--- config.mk ---
export PLATFORM = sky130hd
export DESIGN_NAME = usb_frame_packer
export DESIGN_NICKNAME = d
export VERILOG_FILES = /design/src/rtl/usb_frame_packer.sv
export SDC_FILE = /design/constraint.sdc
export NUM_CORES = 1
export LEC_CHECK = 0
export ABC_AREA = 1
export CAP_MARGIN = 20
export CORE_MARGIN = 2
export CORE_UTILIZATION = 35
export DETAILED_ROUTE_END_ITERATION = 16
export GPL_TIMING_DRIVEN = 0
export PLACE_DENSITY_LB_ADDON = 0.05
export SLEW_MARGIN = 20
export SYNTH_ARGS = -nofsm -noshare
export SYNTH_HDL_FRONTEND = slang
export SYNTH_SLANG_ARGS = --single-unit
--- constraint.sdc ---
create_clock -name clk_i -period 5.5 [get_ports clk_i]
set_input_delay 0.825 -clock clk_i [delete_from_list [all_inputs] [get_ports clk_i]]
set_output_delay 0.825 -clock clk_i [all_outputs]
set_load 0.02 [all_outputs]
--- src/rtl/usb_frame_packer.sv ---
// usb_frame_packer: output stage of the BLE analyzer.
// Captures one decoded packet into a local buffer, tagging it with the RSSI
// and channel present at its first byte. It then emits a USB frame made of
// three header bytes (RSSI, channel, length) followed by the payload.
// Packets that cannot be taken are dropped and counted in a saturating counter.
module usb_frame_packer #(
    parameter int DATA_W    = 8,
    parameter int CHANNEL_W = 7,
    parameter int RSSI_W    = 8,
    parameter int MAX_BYTES = 64
) (
    input  logic                 clk_i,
    input  logic                 rst_i,
    input  logic [DATA_W-1:0]    pkt_data_i,
    input  logic                 pkt_valid_i,
    input  logic                 pkt_sop_i,
    input  logic                 pkt_eop_i,
    input  logic                 pkt_abort_i,
    input  logic [CHANNEL_W-1:0] channel_i,
    input  logic [RSSI_W-1:0]    rssi_i,
    output logic [DATA_W-1:0]    data_o,
    output logic                 valid_o,
    output logic                 frame_o,
    output logic [7:0]           drop_cnt_o
);

    // Buffer addressing; one address bit minimum, so a 1-byte buffer still elaborates
    localparam int          ADDR_W  = (MAX_BYTES > 1) ? $clog2(MAX_BYTES) : 1;
    localparam logic [7:0]  MAX_CNT = 8'(MAX_BYTES);

    typedef enum logic [2:0] {
        IDLE         = 3'd0,
        CAPTURE      = 3'd1,
        SEND_RSSI    = 3'd2,
        SEND_CHAN    = 3'd3,
        SEND_LEN     = 3'd4,
        SEND_PAYLOAD = 3'd5
    } state_t;

    state_t                 state_r;
    logic [DATA_W-1:0]      buf_r [MAX_BYTES];
    logic [7:0]             cnt_r;
    logic [7:0]             rd_idx_r;
    logic [RSSI_W-1:0]      rssi_r;
    logic [CHANNEL_W-1:0]   chan_r;

    logic                   sop_s;
    logic                   wr_en_s;
    logic [ADDR_W-1:0]      wr_addr_s;

    // Saturating increment for the drop counter: it sticks at 255
    function automatic logic [7:0] sat_inc(input logic [7:0] v);
        logic [7:0] r;
        if (v == 8'hFF) begin
            r = v;
        end else begin
            r = v + 8'd1;
        end
        return r;
    endfunction

    assign sop_s = pkt_valid_i & pkt_sop_i;

    // Buffer write decode: mirrors the capture rules applied in the FSM
    always_comb begin
        wr_en_s   = 1'b0;
        wr_addr_s = {ADDR_W{1'b0}};
        case (state_r)
            IDLE: begin
                if (sop_s) begin
                    wr_en_s = 1'b1;
                end else begin
                    wr_en_s = 1'b0;
                end
            end
            CAPTURE: begin
                if (pkt_abort_i) begin
                    wr_en_s = 1'b0;
                end else if (sop_s) begin
                    wr_en_s   = 1'b1;
                    wr_addr_s = {ADDR_W{1'b0}};
                end else if (pkt_valid_i && (cnt_r < MAX_CNT)) begin
                    wr_en_s   = 1'b1;
                    wr_addr_s = cnt_r[ADDR_W-1:0];
                end else begin
                    wr_en_s = 1'b0;
                end
            end
            default: begin
                wr_en_s = 1'b0;
            end
        endcase
    end

    // Packet byte storage; contents need no reset because cnt_r gates their use
    always_ff @(posedge clk_i) begin
        if (wr_en_s) begin
            buf_r[wr_addr_s] <= pkt_data_i;
        end
    end

    // Main FSM: capture, frame emission with registered outputs, drop counting
    always_ff @(posedge clk_i or negedge rst_i) begin
        if (!rst_i) begin
            state_r    <= IDLE;
            cnt_r      <= 8'd0;
            rd_idx_r   <= 8'd0;
            rssi_r     <= {RSSI_W{1'b0}};
            chan_r     <= {CHANNEL_W{1'b0}};
            data_o     <= {DATA_W{1'b0}};
            valid_o    <= 1'b0;
            frame_o    <= 1'b0;
            drop_cnt_o <= 8'd0;
        end else begin
            case (state_r)
                IDLE: begin
                    data_o  <= {DATA_W{1'b0}};
                    valid_o <= 1'b0;
                    frame_o <= 1'b0;
                    if (sop_s) begin
                        rssi_r <= rssi_i;
                        chan_r <= channel_i;
                        cnt_r  <= 8'd1;
                        if (pkt_eop_i) begin
                            // Single-byte packet: header uses the live RSSI being latched now
                            state_r <= SEND_RSSI;
                            data_o  <= DATA_W'(rssi_i);
                            valid_o <= 1'b1;
                            frame_o <= 1'b1;
                        end else begin
                            state_r <= CAPTURE;
                        end
                    end else begin
                        state_r <= IDLE;
                    end
                end
                CAPTURE: begin
                    if (pkt_abort_i) begin
                        // Abandoned by the decoder: silent discard, not a drop
                        state_r <= IDLE;
                        cnt_r   <= 8'd0;
                    end else if (sop_s) begin
                        // New packet before eop: old one is dropped, restart with this byte
                        drop_cnt_o <= sat_inc(drop_cnt_o);
                        rssi_r     <= rssi_i;
                        chan_r     <= channel_i;
                        cnt_r      <= 8'd1;
                        if (pkt_eop_i) begin
                            state_r <= SEND_RSSI;
                            data_o  <= DATA_W'(rssi_i);
                            valid_o <= 1'b1;
                            frame_o <= 1'b1;
                        end else begin
                            state_r <= CAPTURE;
                        end
                    end else if (pkt_valid_i) begin
                        if (cnt_r == MAX_CNT) begin
                            // Buffer full: drop and ignore the rest until the next sop
                            drop_cnt_o <= sat_inc(drop_cnt_o);
                            state_r    <= IDLE;
                            cnt_r      <= 8'd0;
                        end else begin
                            cnt_r <= cnt_r + 8'd1;
                            if (pkt_eop_i) begin
                                state_r <= SEND_RSSI;
                                data_o  <= DATA_W'(rssi_r);
                                valid_o <= 1'b1;
                                frame_o <= 1'b1;
                            end else begin
                                state_r <= CAPTURE;
                            end
                        end
                    end else begin
                        state_r <= CAPTURE;
                    end
                end
                SEND_RSSI: begin
                    if (sop_s) begin
                        drop_cnt_o <= sat_inc(drop_cnt_o);
                    end
                    state_r <= SEND_CHAN;
                    data_o  <= DATA_W'(chan_r);
                end
                SEND_CHAN: begin
                    if (sop_s) begin
                        drop_cnt_o <= sat_inc(drop_cnt_o);
                    end
                    state_r <= SEND_LEN;
                    data_o  <= DATA_W'(cnt_r);
                end
                SEND_LEN: begin
                    if (sop_s) begin
                        drop_cnt_o <= sat_inc(drop_cnt_o);
                    end
                    state_r  <= SEND_PAYLOAD;
                    data_o   <= buf_r[{ADDR_W{1'b0}}];
                    rd_idx_r <= 8'd1;
                end
                SEND_PAYLOAD: begin
                    if (sop_s) begin
                        drop_cnt_o <= sat_inc(drop_cnt_o);
                    end
                    if (rd_idx_r == cnt_r) begin
                        // Last payload byte already on the bus: close the frame
                        state_r  <= IDLE;
                        data_o   <= {DATA_W{1'b0}};
                        valid_o  <= 1'b0;
                        frame_o  <= 1'b0;
                        cnt_r    <= 8'd0;
                        rd_idx_r <= 8'd0;
                    end else begin
                        data_o   <= buf_r[rd_idx_r[ADDR_W-1:0]];
                        rd_idx_r <= rd_idx_r + 8'd1;
                    end
                end
                default: begin
                    state_r <= IDLE;
                    data_o  <= {DATA_W{1'b0}};
                    valid_o <= 1'b0;
                    frame_o <= 1'b0;
                    cnt_r   <= 8'd0;
                end
            endcase
        end
    end

endmodule

# == Word level (Yosys, flattened, before mapping) ==
# Memory sizes are Yosys's and may differ from the RTL's.
# Index checks and enable logic that the tools add are counted.
# word_totals
mem_bits_rw,512
latch_bits,0
word_cells,112
mem_bits_ro,0
mem_count,1
register_bits,52
# classes
n_eq_ne,18
n_mux,66
bitwise_logic,2
n_lt_le_gt_ge,1
div_mod_pow,0
shifts,0
mul,0
n_reduce_logical,12
addsub,3
# mem_list
name,depth,width,rd,rd_ports_with_merged_regs,write_ports,line,text
buf_r,64,8,2,0,1,41,logic [DATA_W-1:0] buf_r [MAX_BYTES];
# op_table
op,n
8-bit two-way mux,24
8-bit case mux with 2 select lines,3
8-bit case mux with 6 select lines,1
8-bit case mux with 4 select lines,1
"8-bit by 1-bit adder with 8-bit output, second input constant",3
6-bit two-way mux,4
1-bit two-way mux,19
3-bit case mux with 6 select lines,1
"3-bit inequality test, second input constant",5
5-bit AND reduction,3
7-bit two-way mux,2
7-bit case mux with 2 select lines,1
3-bit two-way mux,4
"8-bit by 7-bit equality test with 1-bit output, second input constant",1
8-bit equality test,1
"8-bit equality test, second input constant",1
"8-bit by 7-bit less-than comparator with 1-bit output, second input constant",1
1-bit case mux with 4 select lines,2
"3-bit by 2-bit equality test with 1-bit output, second input constant",2
"3-bit equality test, second input constant",2
2-bit two-way mux,3
"2-bit inequality test, second input constant",3
2-bit nonzero test,3
"4-bit inequality test, second input constant",1
11 further kinds,11

# == Longest topological paths before layout ==
# Gate-level depths: netlist of run 1.
# logic_depth
word_depth,8
depth_mapped,15
depth_no_buf,13

# == Worst setup path after synthesis of run 1 ==
# OpenSTA, ideal clock, no wires.
# synth_path
path_kind,in2reg
startpoint,in pkt_abort_i
endpoint,mem buf_r[9][0] (enable)
cell_stages,7
required_ns,5.130
setup_slack_ns,2.985
arrival_ns,2.145
cell_sequence,clkbuf_1 nor2_4 nand2_4 nor3_2 nor2_1 nand3_1 nor2_1
# synth_between
elab_chain_len,4
elab_cells_between_ends,6
classes_between,mux (6)
# synth_rtl
item,line,text
"start, declared",18,"input logic pkt_abort_i,"
1-bit two-way mux,77,if (pkt_abort_i) begin
1-bit case mux with 2 select lines,68,case (state_r)
1-bit two-way mux,97,if (wr_en_s) begin
1-bit two-way mux (implied by the code),98,buf_r[wr_addr_s] <= pkt_data_i;
"end, declared",41,
# Several ways; a longest one is shown, not always the timed one.

# == Worst setup path after layout of run 1 ==
# layout_path
startpoint,in pkt_valid_i
endpoint,mem buf_r[6][4] (enable)
# layout_between
elab_chain_len,7
elab_cells_between_ends,13
classes_between,mux (11); bitwise (1); reduce/logical (1)
# layout_rtl
item,line,text
"start, declared",15,"input logic pkt_valid_i,"
1-bit logical AND,82,end else if (pkt_valid_i && (cnt_r < MAX_CNT)) begin
1-bit two-way mux,82,
1-bit two-way mux,79,end else if (sop_s) begin
1-bit two-way mux,77,
1-bit case mux with 2 select lines,68,
1-bit two-way mux,97,
1-bit two-way mux (implied by the code),98,
# Several ways; a longest one is shown, not always the timed one.

==> key figures, run 1 <==
Status
  • Status: finished clean

Clock network
  • Clock-pin slew of the registers on the worst-case setup and hold paths: ~0.06 ns
  • Number of gates resized after cts: 0
  • Maximum buffer depth of the clock tree: 3
  • Clock latency reported for the late side of the worst-skew pair: 0.60 ns
  • Post CTS Setup Buffer Count: 0
  • CTS tree: done
  • Cts hold-fix bufs: 0
  • TritonCTS buffer count: 66
  • Library cell used as clock root buffer: clkbuf_16
  • Number of clock sinks: 564
  • H-tree level count: 3

GRT
  • Via count of the first global-routing pass: ~17000
  • Total routing usage reported by global routing: 0.227
  • Pin count of the biggest net entering global routing: 61
  • First-pass GRT wire length: 120 mm
  • Grt total ovfl: 0
  • Initial antenna violation count: 3

Run
  • Max capacitance violation total: 0

Placed design
  • Post-placement setup slack: about 1.4 ns
  • Detail Placement HPWL: 58.2 mm
  • PortBufs: 45
  • Routability congestion estimate from global placement: 0.939

Route
  • Average detailed-routed wire length per instance: 23.5 um
  • Iter 0 DRT Violations: 1648
  • Vias per inst: 5.01
  • Number of vias after detailed routing: 17542
  • 1st-pass router iterations: 5
  • Antenna-violating nets left: 0
  • DRC violations left: 0
  • Total Routed Length: 82.0 mm

Critical path
  • Critical path class: in2reg
  • Critical path peak fanout: 10
  • Startpoint types: input pin
  • Critical path capture point type: flip-flop
  • Required time at the endpoint of the critical path: 5.71 ns
  • Arrival time reported for the critical path endpoint: between 3 and 4 ns

STA
  • Final setup slack of the worst path: 1.94 ns
  • Setup TNS: 0 ns
  • Highest achievable clock rate: roughly 0.28 GHz
  • Final setup violation count: 0
  • Max Clock Skew: 0.0249 ns
  • RSZ-0062 raised after global routing: no
  • Pins over their slew limit: 0
  • Transition time at the pin with the least slew margin: 1.11 ns
  • Final worst path period share: 0.647
  • Hold Fails Final Rpt: 0
  • Final min period: 3.56 ns
  • Worst rel slew slack: 0.257

Yosys
  • Top-area cell type share of the netlist area: 0.623
  • Number of enable-type register cells in the synthesized netlist: roughly 510
  • Total of flip-flops plus latches after synthesis: 564
  • Cell types with the largest area share after synthesis: edfxtp_1 (62%), nand2_1 (13%), nand3_1 (6.0%), dfrtp_1 (5.3%), inv_1 (3.0%)
  • Predominant post-synthesis flop cell: edfxtp_1
  • Library cells used by synthesis: 50
  • Avg Inst Size Synth: 10.3 um2
  • Post-synthesis net count: approximately 2400
  • Area of the mapped netlist: ~0.025 mm2
  • Ys async rst share: 0.0922
  • Sequential fraction of the synthesis area: 0.675
  • Cell count after synthesis: ~2400
  • Library cell with the largest summed area after synthesis: edfxtp_1
  • Count of warnings emitted by yosys: 0

Floorplan
  • Die Height: about 270 um
  • Number of cell rows: 97
  • Effective utilization at floorplan: 0.353
  • Horizontal die dimension: 270 um
  • Full die area: 0.0727 mm2
  • Boundary pin count: 47
  • Standard cell core area: 0.0699 mm2

Pwr
  • Leak Pwr: 0.0111 uW
  • Worst IR Drop VDD: approximately 240 uV
  • Pwr/cell area: 446 mW/mm2

Cells and area
  • Fraction of final layout cells sized beyond drive strength 1: 0.0802
  • Filler Cells Inserted: approximately 7000
  • Area used by multi-input combinational logic: 0.00668 mm2
  • Post-synthesis to final-layout area growth: 15.4%
  • Register area: 0.0167 mm2
  • Most common cell after layout, fill and taps aside: nand2_1
  • Most frequent cells in the layout: nand2_1 (826), edfxtp_1 (512), nand3_1 (294)
  • Final net count: 2544

Worst hold path
  • Hold WC Path Type: in2async
-- worst paths after layout --
path	start	to	slack, ns	depth (start not counted)
max reg2reg	state_r[1]	buf_r[6][4]	2.25	7
max	pkt_valid_i	buf_r[6][4]	1.94	7
min	rst_i	drop_cnt_o[2]	0.04	1
min in group clk_i	data_o[5]	data_o[5]	0.48	2
max in group asynchronous	rst_i	rd_idx_r[3]	4.99	2
min reg2reg	data_o[5]	data_o[5]	0.48	2
-- cell families (layout without fill, tap and decap cells) --
group           Yosys count  after routing  synth area share
compound gates          139            139            0.0347
xor+xnor                 15             15           0.00532
other cells               0              1                 0
fa+ha+maj                 4              4           0.00203
mux                       7              7           0.00319
simple gates           1331           1331             0.225
buf+inv                 329            497            0.0542
flops                   564            564             0.675
-- cells in the mapped netlist (all sizes together), types with 3 or more instances --
cell and number:
ha 4, dfrtp 52, nand2 831, clkbuf 34, a221oi 8, nand4 3
buf 82, o21ai 47, nor4 6, a21oi 39, xor2 12, nand3 299
xnor2 3, o211ai 33, edfxtp 512, nor2 168, inv 209, mux2 7
nor3 21, clkinv 4
-- worst max-delay path: stages --
cell	delay, ns
clkdlybuf4s50_1	0.57
nand2_1	0.13
inv_2	0.20
buf_2	0.33
nor2_1	0.16
nand3b_2	0.54
nor2_1	1.00
-- stage by stage --
| stage | cell area, um2 | instances | util | hold slack (ns) | total power, uW |
|---|---|---|---|---|---|
| global placement | 26300 | 3374 | 0.377 | 0.471 | 8650 |
| CTS | 28500 | 3497 | 0.408 | 0.000780 | 12800 |
| finish | 28500 | 3498 | 0.408 | 0.0358 | 12700 |
| global route | 28500 | 3497 | 0.408 | 0.0125 | 13300 |
| floorplan | 24700 | 2389 | - | 0.480 | 7130 |
| detailed placement | 26500 | 3383 | 0.379 | 0.473 | 8660 |
-- registers in the layout, summed over array words and instances (netlist names) --
name	cells
data_o	8
drop_cnt_o	8
rssi_r	8
state_r	3
valid_o	1
rd_idx_r	8
frame_o	1
chan_r	7
buf_r	512
cnt_r	8
-- area by class of cell --
class / count / area share
flip-flops and latches: 564 / 0.585
multi-input cells: 1496 / 0.234
clock buffers: 93 / 0.0637
well taps: 940 / 0.0413
inverters: 213 / 0.0281
repair buffers: 54 / 0.0229
plain buffers: 116 / 0.0189
clock inverters: 21 / 0.00553
diodes: 1 / 0.0000878
-- metal layers --
metal  up-vias  global-route usage  part of all wire
met1      8635               0.325              0.46
li1       8278                   -                 -
met2       508               0.355              0.46
met3       119              0.0345             0.057
met4         2              0.0674             0.029
met5         -                   0           0.00016
-- power breakdown --
| part | internal (uW) | switching, uW |
|---|---|---|
| Combinational | 1000 | 2650 |
| Sequential | 4820 | 110 |
| Clock | 2390 | 1740 |
Note: power is estimated with default switching activity, not from simulation.
==> run 2, diff against run 1 <==
Clock period 5.5 ns to 3.5 ns, I/O delays scaled along.
==> key figures, run 2 (synthesized netlist as in run 1, its figures left out) <==
Status
  • Status: finished clean

GRT
  • Total routing usage reported by global routing: 0.227
  • First-pass GRT wire length: 120 mm
  • Initial antenna violation count: 3
  • Grt total ovfl: 0
  • Via count of the first global-routing pass: 17203
  • Pin count of the biggest net entering global routing: ~60

Pwr
  • Sw Ratio: 0.354
  • Worst IR Drop VDD: between 300 and 400 uV
  • Leak Pwr: 0.0111 uW
  • Sequential power share: 0.388
  • Pwr/cell area: 700 mW/mm2
  • Proportion of power drawn by combinational gates: 0.288
  • Total Power Consumption: 20000 uW
  • Clk network pwr share: 0.324
  • Internal power of the cells: 12900 uW
  • Reported net switching power: 7070 uW

Cells and area
  • Final net count: 2545
  • Fraction of final layout cells sized beyond drive strength 1: 0.0801
  • Summed area of non-filler cells in the final layout: 0.0285 mm2
  • Largest register by flop count: buf_r
  • Largest register FFs: approximately 500
  • Non-filler instance count after layout: ~3500
  • Most frequent cells in the layout: nand2_1 (826), edfxtp_1 (512), nand3_1 (294)
  • Most common cell after layout, fill and taps aside: nand2_1
  • Post-synthesis to final-layout area growth: 15.4%

Floorplan
  • Effective utilization at floorplan: 0.353
  • Number of cell rows: 97
  • Standard cell core area: around 0.070 mm2
  • Boundary pin count: 47
  • Die Height: 270 um
  • Full die area: slightly above 0.07 mm2
  • Horizontal die dimension: around 270 um

Critical path
  • Critical path peak fanout: 10
  • Critical path capture point type: flip-flop
  • Critical path launch point: pkt_valid_i
  • Critical path class: in2reg
  • Required time at the endpoint of the critical path: 3.71 ns
  • Reg-to-Reg Start: state_r[1]
  • Startpoint types: input pin
  • Arrival time reported for the critical path endpoint: 3.43 ns

Clock network
  • TritonCTS buffer count: 66
  • Maximum buffer depth of the clock tree: 3
  • Library cell used as clock root buffer: clkbuf_16
  • Number of clock sinks: between 500 and 600
  • CTS tree: done
  • Clock-pin slew of the registers on the worst-case setup and hold paths: about 0.060 ns
  • Post CTS Setup Buffer Count: 0
  • Clock latency reported for the late side of the worst-skew pair: 0.60 ns
  • H-tree level count: 3

STA
  • Max Clock Skew: 0.0232 ns
  • Worst rel slew slack: 0.285
  • RSZ-0062 raised after global routing: no
  • Setup TNS: 0 ns
  • Final setup violation count: 0
  • Highest achievable clock rate: just over 0.3 GHz
  • Final worst path period share: 0.921
  • Hold WS: 0.200 ns
  • Pins over their slew limit: 0
  • Transition time at the pin with the least slew margin: 1.07 ns
  • Hold Fails Final Rpt: 0
  • Final min period: ~3.2 ns

Route
  • Antenna-violating nets left: 0
  • 1st-pass router iterations: 6
  • Average detailed-routed wire length per instance: 23.5 um
  • Iter 0 DRT Violations: 1562
  • Total Routed Length: 82.2 mm
  • Number of vias after detailed routing: 17621
  • Vias per inst: 5.04
  • DRC violations left: 0

Placed design
  • Placed cell count: 3383
  • PortBufs: 45
  • Detail Placement HPWL: 58.2 mm
  • Total cell area at the placement stage: 0.0265 mm2
  • Routability congestion estimate from global placement: 0.939

Run
  • Max capacitance violation total: 0

Worst hold path
  • Hold WC Path Type: in2reg
  • Worst min-delay path startpoint: pkt_data_i[3]
[run 2: path summary, 6_finish.rpt]
| kind | cells after the start | to | slack (ns) |
|---|---|---|---|
| max | 7 | buf_r[6][4] | 0.27 |
| min | 1 | buf_r[44][3] | 0.20 |
| max reg2reg | 7 | buf_r[6][4] | 0.28 |
| min reg2reg | 2 | data_o[5] | 0.48 |
| max in group asynchronous | 3 | rd_idx_r[3] | 2.75 |
| min in group asynchronous | 2 | drop_cnt_o[2] | 0.28 |
[run 2: what timing repair did]
item                                    in CTS  in global routing
endpoints found under the setup margin       0                  0
resized for setup                            0                  0
hold buffers                                 1                  0
hold endpoints to repair                    52                  0
[run 2: critical path, stage by stage]
cell	delay (ns)
clkdlybuf4s50_1	0.57
nand2_1	0.12
inv_2	0.21
buf_2	0.32
nor2_1	0.16
nand3b_2	0.54
nor2_1	0.97
[run 2: power by group through the flow]
stage / clock network (uW) / registers (uW) / logic (uW)
2_1_floorplan: 0 / 7900 / 3300
3_3_place_gp: 0 / 7900 / 5700
3_5_place_dp: 0 / 7880 / 5730
4_1_cts: 6630 / 7740 / 5750
5_1_grt: 6870 / 7770 / 6320
6_report: 6480 / 7740 / 5740
[run 2: layout make-up]
type                    instances  area, um2
clock buffers                  93       1810
inverters                     213        800
clock inverters                21        158
flip-flops and latches        564      16700
well taps                     940       1180
multi-input cells            1496       6680
repair buffers                 55        663
fillers                      6952      41400
diodes                          1       2.50
plain buffers                 116        539
[run 2: metrics by stage]
step | utilization | setup WS [ns]
floorplan | - | 1.29
global placement | 0.377 | -0.694
detailed placement | 0.379 | -0.336
CTS | 0.408 | 0.263
global route | 0.408 | 0.173
finish | 0.408 | 0.275
[run 2: metal layers]
layer / up-vias / routed length (um) / GRT usage
met1: 8705 / 37800 / 0.325
met5: - / 13 / 0
met3: 127 / 4630 / 0.0345
li1: 8273 / - / -
met4: 2 / 2330 / 0.0674
met2: 514 / 37400 / 0.355
==> run 3, diff against run 2 <==
Settings changed: CAP_MARGIN 20 to not set.
==> results of run 3 <==
No change in the layout: final DEF, timing and power equal those of run 2.
==> variant 1 (flow settings as in run 1) <==
Set the parameter `CHANNEL_W` to 14 (it was 7).
--- a/src/rtl/usb_frame_packer.sv
+++ b/src/rtl/usb_frame_packer.sv
@@ -5,7 +5,7 @@
 // Packets that cannot be taken are dropped and counted in a saturating counter.
 module usb_frame_packer #(
     parameter int DATA_W    = 8,
-    parameter int CHANNEL_W = 7,
+    parameter int CHANNEL_W = 14,
     parameter int RSSI_W    = 8,
     parameter int MAX_BYTES = 64
 ) (
Ports: changed (resized channel_i); port bits go from 47 to 54. The function was not compared with the original's and may differ.
==> variant 1 against run 1 <==
Final area shrank 2.5%; sequential cell count grew 1; hold slack gained 0.064 ns; worst setup slack lost 0.30 ns; synthesized area shrank 2.8%; wire length is essentially flat; global-route usage grew 0.65 points; largest cell class unchanged; die area shrank 2.8%.
Power is not compared: it rests on default switching activity, and its combinational part moved more than twofold at a synthesized area within 25%.
==> variant 1: results <==
set metrics [dict create \
    status "complete, no violations" \
    wl_met1_um 37300 \
    place_area_um2 25800 \
    clk_pin_slew_ns 0.06 \
    largest_reg_flops 512 \
    cts_max_level 3 \
    diodes 0 \
    async_reset_ff_frac 0.0938 \
    ys.flop_type "edfxtp_1" \
    cpMaxStageDelayCell "nor2_1" \
    synth_cell_types 45 \
    nets 2337 \
    clock_latency_ns 0.62 \
    top_layer_used "met4" \
    top_register "buf_r" \
    grt_pass1_vias 16426 \
    yosysSeqAreaShare 0.696 \
    synthTopCellsByCount "nand2_1 (730), edfxtp_1 (512), nand3_1 (485)" \
    dr.pass1.iters 7 \
    synth_area_leaders "edfxtp_1 (64%), nand2_1 (11%), nand3_1 (10%)" \
    dr_wl_met2_um 36900 \
    drive_above_1_share 0.0970 \
    clock_skew_ns 0.0220 \
    p_leak_nw 10.3 \
    grt_max_degree 55 \
    post_drt_wl_per_cell_um 25.4 \
    slew-limit-headroom 0.214 \
    grt_pass1_wl_um 118000 \
    cts_root_buffer "clkbuf_16" \
    tritoncts.num_buffers 66 \
    critPathMaxFanout 8 \
    worst_ep_arrival_time_ns 4.08 \
    synth_edf_count 512 \
    max_stage_delay_ns 1.19 \
    postCtsSetupBuffers 0 \
    dp_hpwl_um 57600 \
    antenna_found_initial 1 \
    ir_worst_vdd_mv 0.172 \
    crit_family "simple AND/OR/NAND/NOR gates" \
    min_path_type "in -> async" \
    netlist_instances 2172 \
    wl_met3_um 4790 \
    grt_usage 0.233 \
    cts.repair.resized 0 \
    drtIter0Drc 1665 \
    place_congestion 0.923 \
    post-place-ws_ns 1.15 \
    cap_violations 0 \
    cts_max_path_buffers 3 \
    yosysWarnings 0 \
    routed_via_density 5.24 \
    final_cells 3232 \
    port_buffers 47 \
    placed_cells 3111 \
]
==> variant 1: cell types whose count changed in the layout (fill, tap and decap cells not counted), sizes merged, moves of 7 or more <==
cell | before | now
a221oi | 8 | 0
nand3 | 299 | 486
clkinv | 18 | 37
inv | 212 | 54
nor2 | 168 | 107
mux2 | 7 | 0
a21oi | 39 | 11
o21ai | 47 | 25
nor3 | 21 | 11
nand2 | 831 | 735
o211ai | 33 | 4
clkbuf | 127 | 101
buf | 100 | 119
==> variant 1: final cells by class <==
class                      count  area (um^2)
sequential                   565        16700
inverter                      53          201
buffer                       120          719
clock inverter                40          240
multi-input combinational   1434         6390
fill                        6559        40400
timing repair buffer          57          681
clock buffer                  81         1740
tap                          882         1100
==> variant 1: kinds of logic after synthesis <==
| group | share of synthesized area |
|---|---|
| AO/OA/AOI/OAI | 0.0153 |
| XOR/XNOR | 0.00474 |
| adder cells (fa/ha/maj) | 0.00209 |
| buffers and inverters | 0.0384 |
| flip-flops | 0.696 |
| multiplexers | 0.00209 |
| AND/OR/NAND/NOR | 0.242 |
==> variant 1: metal layers <==
layer  vias to the layer above  track usage
met5                         -            0
li1                       7838            -
met1                      8430        0.330
met3                       121       0.0366
met4                         0       0.0905
met2                       547        0.361
==> variant 1: where the power goes <==
group          leakage [nW]  switching, mW  internal [mW]  total [mW]
registers              5.24         0.0300           4.70        4.73
logic                  4.04          0.150         0.0864       0.237
clock network         0.973           1.79           2.30        4.10
==> variant 1: worst reg2reg max path: cells and delay by family, from the launching register on <==
kind	cells	cell delay [ns]
flip-flops	1	0.42
AND/OR/NAND/NOR	7	2.84
==> variant 1: worst paths after layout <==
check                               endpoint  cells past startpoint  slack, ns   startpoint
worst max-delay path            buf_r[63][3]                      7       1.65  pkt_valid_i
worst min-delay path               rssi_r[2]                      1        0.1        rst_i
worst max register to register  buf_r[63][3]                      7       1.85   state_r[1]
worst min register to register     data_o[0]                      2       0.48    data_o[0]
max in group asynchronous           cnt_r[0]                      2       4.91        rst_i
min in group clk_i                 data_o[0]                      2       0.48    data_o[0]
==> variant 2 (config.mk and constraints of run 1) <==
Without the edit above. Re-encode `state_t` (6 states) as one-hot, 6 bits wide.
--- a/src/rtl/usb_frame_packer.sv
+++ b/src/rtl/usb_frame_packer.sv
@@ -28,13 +28,13 @@
     localparam int          ADDR_W  = (MAX_BYTES > 1) ? $clog2(MAX_BYTES) : 1;
     localparam logic [7:0]  MAX_CNT = 8'(MAX_BYTES);
 
-    typedef enum logic [2:0] {
-        IDLE         = 3'd0,
-        CAPTURE      = 3'd1,
-        SEND_RSSI    = 3'd2,
-        SEND_CHAN    = 3'd3,
-        SEND_LEN     = 3'd4,
-        SEND_PAYLOAD = 3'd5
+    typedef enum logic [5:0] {
+        IDLE         = 6'b000001,
+        CAPTURE      = 6'b000010,
+        SEND_RSSI    = 6'b000100,
+        SEND_CHAN    = 6'b001000,
+        SEND_LEN     = 6'b010000,
+        SEND_PAYLOAD = 6'b100000
     } state_t;
 
     state_t                 state_r;
Function: same outputs for any inputs over 4 cycles, from zero or initial values and one cycle with rst_i low; so few cycles prove little.
==> variant 2 against run 1 <==
Total power decreased by 10%; final area increased by 0.88%; clock skew decreased by 0.0031 ns; wire length increased by 5.6%; via count increased by 2.0%; sequential cell count increased by 3; register-to-register slack got worse by 0.48 ns; critical path depth increased by 1; synthesized cell count increased by 0.92%; synthesized area increased by 0.60%; worst setup slack got worse by 0.37 ns.
==> variant 2: results <==
set metrics [dict create \
    worst_ep_arrival_time_ns 4.15 \
    placed_cells 3406 \
    grt_usage 0.238 \
    place_area_um2 26700 \
    place_congestion 0.906 \
    clock_skew_ns 0.0218 \
    nets 2569 \
    syn_nets 2444 \
    ir_worst_vdd_mv 0.230 \
    worst_pin_slew_ns 1.20 \
    drive_above_1_share 0.0937 \
    status "complete, no violations" \
    grt_pass1_wl_um 124000 \
    holdWs_ns 0.0439 \
    routed_via_density 5.08 \
    r2r-start "state_r[4]" \
    min_path_type "in -> async" \
    vias 17894 \
    post-place-ws_ns 0.954 \
    drtIter0Drc 1910 \
    fillers 6913 \
    wl_um 86600 \
    synth_cell_types 48 \
    ff2ff_setup_slack_ns 1.77 \
    dr.pass1.iters 6 \
    setup_ws_ns 1.57 \
    dp_hpwl_um 59600 \
    tritoncts.num_buffers 68 \
    diodes 0 \
    port_buffers 46 \
    yosysSeqAreaShare 0.674 \
    async_reset_ff_frac 0.0970 \
    synth_area_leaders "edfxtp_1 (62%), nand2_1 (14%), nand3_1 (6.1%)" \
    r2r-end "buf_r[51][7]" \
    grt_pass1_vias 17459 \
]
==> variant 2: cell count changes in the layout (fill, tap and decap cells not counted), moves of 9 or more <==
cell and change:
nand2_1 +75, a21oi_1 +15, inv_1 -18, buf_2 +16, o21ai_0 -9, nor2_1 -29
o211ai_1 -31, clkbuf_1 -22, nand4_1 +10
==> variant 2: how the worst max path moves through the flow <==
| stage | start | endpoint |
|---|---|---|
| after floorplan | pkt_sop_i | buf_r[17][0] |
| after global placement | pkt_sop_i | buf_r[50][3] |
| after detailed placement | pkt_sop_i | buf_r[50][7] |
| after CTS | pkt_sop_i | buf_r[50][7] |
| after global routing | pkt_sop_i | buf_r[50][0] |
| final | pkt_sop_i | buf_r[50][5] |
==> variant 2: worst register-to-register path, delay by kind of cell, from the launching register on <==
| kind | cells | cell delay (ns) |
|---|---|---|
| flops | 1 | 0.47 |
| simple gates | 6 | 2.73 |
| buf+inv | 1 | 0.14 |
==> variant 2: kinds of logic (layout without fill, tap and decap cells) <==
| group | Yosys count | after routing | share of synthesized area |
|---|---|---|---|
| adder cells (fa/ha/maj) | 4 | 4 | 0.00201 |
| AND/OR/NAND/NOR | 1408 | 1408 | 0.243 |
| XOR/XNOR | 9 | 9 | 0.00317 |
| AO/OA/AOI/OAI | 114 | 114 | 0.0255 |
| flip-flops | 567 | 567 | 0.674 |
| buffers and inverters | 309 | 482 | 0.0524 |
==> variant 2: report_power, final <==
| part | leakage (nW) | switching [mW] | internal (mW) |
|---|---|---|---|
| clock | 1.02 | 1.80 | 2.50 |
| combinational | 5.05 | 1.62 | 0.584 |
| sequential | 5.33 | 0.0755 | 4.80 |
| total | 11.4 | 3.50 | 7.88 |
==> variant 2: routing by layer <==
layer / GRT usage / vias to the layer above / share of wire
met3: 0.0416 / 128 / 0.063
li1: - / 8312 / -
met5: 0 / - / 0
met1: 0.345 / 8861 / 0.46
met2: 0.367 / 593 / 0.45
met4: 0.0647 / 0 / 0.026
==> variant 2: cell type report <==
cell class / instances / area [um^2] / share of cell area
Tap cell: 940 / 1180 / 0.0409
Clock buffer: 87 / 1800 / 0.0627
Buffer: 111 / 549 / 0.0191
Multi-Input combinational cell: 1535 / 6790 / 0.236
Clock inverter: 31 / 272 / 0.00944
Inverter: 198 / 753 / 0.0262
Timing Repair Buffer: 55 / 656 / 0.0228
Sequential cell: 567 / 16800 / 0.583
